===== src/rtl/i2c_fifo_pkg.sv =====
// Shared FIFO pointer helpers: default sizing, depth derivation and Gray/binary conversion.
// Functions operate on the widest legal pointer; narrower pointers are zero-extended.
package i2c_fifo_pkg;

   localparam int default_addr_size = 4;
   localparam int max_addr_size     = 8;
   localparam int ptr_w_max         = max_addr_size + 1;

   typedef logic [ptr_w_max-1:0] ptr_t;

   function automatic int fifo_depth(input int addr_size);
      return 1 << addr_size;
   endfunction

   function automatic ptr_t bin2gray(input ptr_t bin);
      return (bin >> 1) ^ bin;
   endfunction

   // Zero upper bits of a zero-extended Gray value leave the lower result unaffected
   function automatic ptr_t gray2bin(input ptr_t gray);
      ptr_t bin;
      bin[ptr_w_max-1] = gray[ptr_w_max-1];
      for (int i = ptr_w_max - 2; i >= 0; i--) begin
         bin[i] = bin[i+1] ^ gray[i];
      end
      return bin;
   endfunction

endpackage


===== src/rtl/sync_2ff.sv =====
// Two-flop synchronizer for Gray pointers crossing into this clock domain.
module sync_2ff #(
   parameter int width = 5
) (
   input  logic             clk,
   input  logic             rst,
   input  logic [width-1:0] din,
   output logic [width-1:0] dout
);

   logic [width-1:0] meta;

   always_ff @(posedge clk or posedge rst) begin
      if (rst) begin
         meta <= '0;
         dout <= '0;
      end else begin
         meta <= din;
         dout <= meta;
      end
   end

endmodule


===== src/rtl/write_full_block.sv =====
// Write-side pointer, full/almost-full, level and sticky overflow logic of an async FIFO.
// Memory lives outside; only the address and Gray pointer leave this block.
module write_full_block
   import i2c_fifo_pkg::*;
#(
   parameter int addr_size       = default_addr_size,
   parameter int almost_full_gap = 2
) (
   input  logic                 write_clock_i,
   input  logic                 write_reset_i,
   input  logic                 write_inc_i,
   input  logic [addr_size:0]   read_to_write_pointer_i,
   input  logic                 write_overflow_clear_i,
   output logic [addr_size-1:0] write_address_o,
   output logic [addr_size:0]   write_pointer_o,
   output logic                 write_full_o,
   output logic                 write_almost_full_o,
   output logic [addr_size:0]   write_level_o,
   output logic                 write_overflow_o
);

   localparam int ptr_w = addr_size + 1;
   localparam int depth = fifo_depth(addr_size);
   localparam logic [ptr_w-1:0] almost_threshold = ptr_w'(depth - almost_full_gap);

   logic [ptr_w-1:0] wbin;
   logic [ptr_w-1:0] wbin_next;
   logic [ptr_w-1:0] wgray_next;
   logic [ptr_w-1:0] rq2;
   logic [ptr_w-1:0] rbin_sync;
   logic [ptr_w-1:0] level_next;
   logic             write_accept;
   logic             full_next;
   logic             almost_next;
   logic             overflow_next;

   sync_2ff #(
      .width(ptr_w)
   ) u_read_ptr_sync (
      .clk (write_clock_i),
      .rst (write_reset_i),
      .din (read_to_write_pointer_i),
      .dout(rq2)
   );

   assign write_address_o = wbin[addr_size-1:0];

   always_comb begin
      write_accept  = write_inc_i & ~write_full_o;
      wbin_next     = wbin + ptr_w'(write_accept);
      wgray_next    = ptr_w'(bin2gray(ptr_w_max'(wbin_next)));
      rbin_sync     = ptr_w'(gray2bin(ptr_w_max'(rq2)));
      level_next    = wbin_next - rbin_sync;
      // Full when the pointers are one lap apart: top two Gray bits inverted, rest equal
      full_next     = (wgray_next == {~rq2[addr_size:addr_size-1], rq2[addr_size-2:0]});
      almost_next   = (level_next >= almost_threshold) | full_next;
      // Set dominates clear so a dropped write is never lost
      overflow_next = (write_inc_i & write_full_o) |
                      (write_overflow_o & ~write_overflow_clear_i);
   end

   always_ff @(posedge write_clock_i or posedge write_reset_i) begin
      if (write_reset_i) begin
         wbin                <= '0;
         write_pointer_o     <= '0;
         write_full_o        <= 1'b0;
         write_almost_full_o <= 1'b0;
         write_level_o       <= '0;
         write_overflow_o    <= 1'b0;
      end else begin
         wbin                <= wbin_next;
         write_pointer_o     <= wgray_next;
         write_full_o        <= full_next;
         write_almost_full_o <= almost_next;
         write_level_o       <= level_next;
         write_overflow_o    <= overflow_next;
      end
   end

endmodule


===== config.mk =====
export PLATFORM = sky130hd
export DESIGN_NAME = write_full_block
export DESIGN_NICKNAME = d
export VERILOG_FILES = /design/src/rtl/i2c_fifo_pkg.sv /design/src/rtl/sync_2ff.sv /design/src/rtl/write_full_block.sv
export SDC_FILE = /design/constraint.sdc
export NUM_CORES = 1
export LEC_CHECK = 0
export ABC_AREA = 1
export BUFFER_PORTS_ARGS = -buffer_cell sky130_fd_sc_hd__buf_4
export CORE_AREA = 2 2 50 52
export DETAILED_ROUTE_END_ITERATION = 8
export DIE_AREA = 0 0 52 54
export MAX_ROUTING_LAYER = met4
export PLACE_DENSITY = 0.86
export REMOVE_ABC_BUFFERS = 1
export SLEW_MARGIN = 10
export SYNTH_ARGS = -nofsm -noshare
export SYNTH_HDL_FRONTEND = slang
export SYNTH_HIERARCHICAL = 1
export SYNTH_SLANG_ARGS = --single-unit

===== constraint.sdc =====
create_clock -name write_clock_i -period 4.4 [get_ports write_clock_i]
set_input_delay 1.32 -clock write_clock_i [delete_from_list [all_inputs] [get_ports write_clock_i]]
set_output_delay 1.32 -clock write_clock_i [all_outputs]
set_load 0.01 [all_outputs]

==> results.cfg <==
[sta]
slew_headroom = 0.5769
period_share = 0.7014
rsz0062_at_grt = no
maxSlewViolCount = 0
finalHoldViolations = 0
worstMarginPinSlew_ns = 0.6340
setup_tns_ns = 0
finClkSkew_ns = 0.008985
fmax_mhz = 324.0
finalSetupViolCount = 0
fin_crit_ns = 3.086

[synth]
synth_edf_count = 0
ys_types = 19
synthCells = 134
synth_top_family_by_area = simple AND/OR/NAND/NOR gates
synth_area_sq_um = 1250
synth.yosys.seq_area_share = 0.5405
synth-async-reset-ratio = 1.000
yosysTopAreaCellShare = 0.5405
synthAdderAreaFrac = 0.07608
ys_ff_latch = 27
synth_compound_area_frac = 0.02603
synth_flop_cell = dfrtp_1
synth_top_cell_by_area = dfrtp_1
avgSynthCellArea_sq_um = 9.328
synth-simple-area-share = 0.2172
synth-xor-area-share = 0.05906
synth_warnings = 6
yosys-top-cells-area = dfrtp_1, nand2_1, inv_1
muxShareOfSynthArea = 0

[worst_setup_path]
path_max_fanout = 5
critPathLaunchType = input pin
crit_arrival_ns = 3.32
crit_family = simple AND/OR/NAND/NOR gates
cp.required_ns = 4.63
path_cells = buf_4 > inv_1 > nor2_1 > ha_1 > inv_1 > nand2_1 > nand2_2 > fa_1 > nor3_1 > nor2_1 > nand3_1 > nand2_1 > nor2_1 > nand2_1
critical_path_class = in2reg
cp_slowest_stage_delay_ns = 0.46
worst-path-buf-inv = 3
slowest_stage = fa_1
worst_setup_path_end_kind = flop

[cells_and_area]
diodes = 0
syn2layout_area_growth_pct = 20.22
drive_above_1_share = 0.2393
nets = 180
design_area_sq_um = 1503

[floorplanning]
die-area_sq_um = 2808
die_h_microns = 54
rows = 18
core-area_sq_um = 2320
die_x_microns = 52
ios = 26
start_util = 0.5388

[power_and_ir_drop]
power_density_nw_per_um2 = 725.0
p_leak_uw = 0.0008521
ir_worst_vdd_v = 0.0003587
fin_total_pwr_uw = 1089

[clock_network]
cts_made_buffers = 3
clock-sinks = 27
clk_latency_ns = 0.33
cts_tree = yes
cts_setup_buffers = 0
cts_max_level = 1
cts.path.max_buffers = 2
root_buffer = clkbuf_4
clkTransAtPathRegs_ns = 0.14
hold_buffers = 0
cts_resized = 0

[route]
via_count = 930
ant_nets = 0
detail_route.iter0.violations = 14
first_pass_iters = 4
drt_wl_total_microns = 2226
viasPerCell = 4.819
drcViolationCount = 0
wl_per_cell_microns = 11.53

[place]
placed_area_sq_um = 1475
port_buffers = 25
dp_hpwl_microns = 1782
gp_congestion = 0.7839

[run]
max_cap_viol_count = 0

[global_route]
grt.overflow.total = 0
antenna_found_initial = 0
grt_usage = 0.1746
grt_start_max_net_pins = 18
grt_pass1_vias = 882
grt_first_pass_wirelength_microns = 3401

[run_status]
status = finished, final reports clean

[hold_path]
hp-class = reg2reg
[per-stage QoR]
step / setup WS, ns / cells / hold slack [ns] / util
5_1_grt: 1.140 / 193 / 0.3744 / 0.6478
4_1_cts: 1.324 / 193 / 0.3696 / 0.6478
2_1_floorplan: 1.296 / 134 / 0.3312 / -
3_3_place_gp: 1.072 / 189 / 0.3336 / 0.6359
3_5_place_dp: 0.9594 / 189 / 0.3387 / 0.6359
6_report: 1.314 / 193 / 0.3650 / 0.6478
[registers in the layout, summed over array words and instances (netlist names)]
signal,count
u_read_ptr_sync/dout,5
u_read_ptr_sync/meta,5
wbin,5
write_level_o,5
write_pointer_o,4
write_almost_full_o,1
write_full_o,1
write_overflow_o,1
[report_power, final]
part	total (uW)	internal [uW]	switching, uW
logic	605	248	357
registers	380	332	47.9
clock network	105	34.2	70.5
[placed cells by master (no fill, tap or decap)]
master    Yosys  routed
xnor2_1       1       1
inv_1        26      26
ha_1          6       6
nand2_1      34      34
nand2_2       6       6
dfrtp_1      27      27
xnor3_1       1       1
nor2_1        6       6
buf_4         0      25
xor2_1        3       3
o21ai_0       2       2
o21ai_2       2       2
nand3_1      13      13
inv_2         1       1
clkbuf_4      0       3
a21oi_1       1       1
xnor2_2       1       1
fa_1          1       1
clkinv_2      0       1
nor3_1        1       1
nand4_1       1       1
nand3b_1      1       1
[area by class of cell]
class                      instances  area, sq um
clock buffer                       3        22.52
clock inverter                     1        5.005
fill                             190        817.0
inverter                          27        101.3
multi-input combinational         80        473.0
sequential                        27        675.6
tap                               30        37.54
timing repair buffer              25        187.7
[routing by layer]
metal,vias up,global-route usage,part of all wire
met1,430,0.1736,0.40
met4,0,0.08772,0.025
met5,-,-,0
met2,28,0.3333,0.54
met3,7,0.02222,0.035
li1,465,-,-
[logic make-up (layout without fill, tap and decap cells)]
| group | Yosys count | after routing |
|---|---|---|
| XOR/XNOR | 6 | 6 |
| flip-flops | 27 | 27 |
| buffers and inverters | 27 | 56 |
| AND/OR/NAND/NOR | 62 | 62 |
| adder cells (fa/ha/maj) | 7 | 7 |
| AO/OA/AOI/OAI | 5 | 5 |
[worst paths after layout]
kind / from / endpoint / slack [ns] / cells after the start
worst min-delay path: u_read_ptr_sync/meta[0] / u_read_ptr_sync/dout[0] / 0.37 / 0
worst max-delay path: write_inc_i / write_almost_full_o / 1.31 / 14
max in group asynchronous: write_reset_i / wbin[0] / 2.93 / 2
worst max register to register: u_read_ptr_sync/dout[4] / write_almost_full_o / 1.80 / 12
min in group asynchronous: write_reset_i / u_read_ptr_sync/dout[1] / 0.94 / 2
worst min register to register: u_read_ptr_sync/meta[0] / u_read_ptr_sync/dout[0] / 0.37 / 0
[synth_stat cells, types with 2 or more instances]
master,number
nor2_1,6
inv_1,26
nand2_1,34
o21ai_0,2
o21ai_2,2
xor2_1,3
ha_1,6
dfrtp_1,27
nand2_2,6
nand3_1,13
Note: power is estimated with default switching activity, not from simulation.
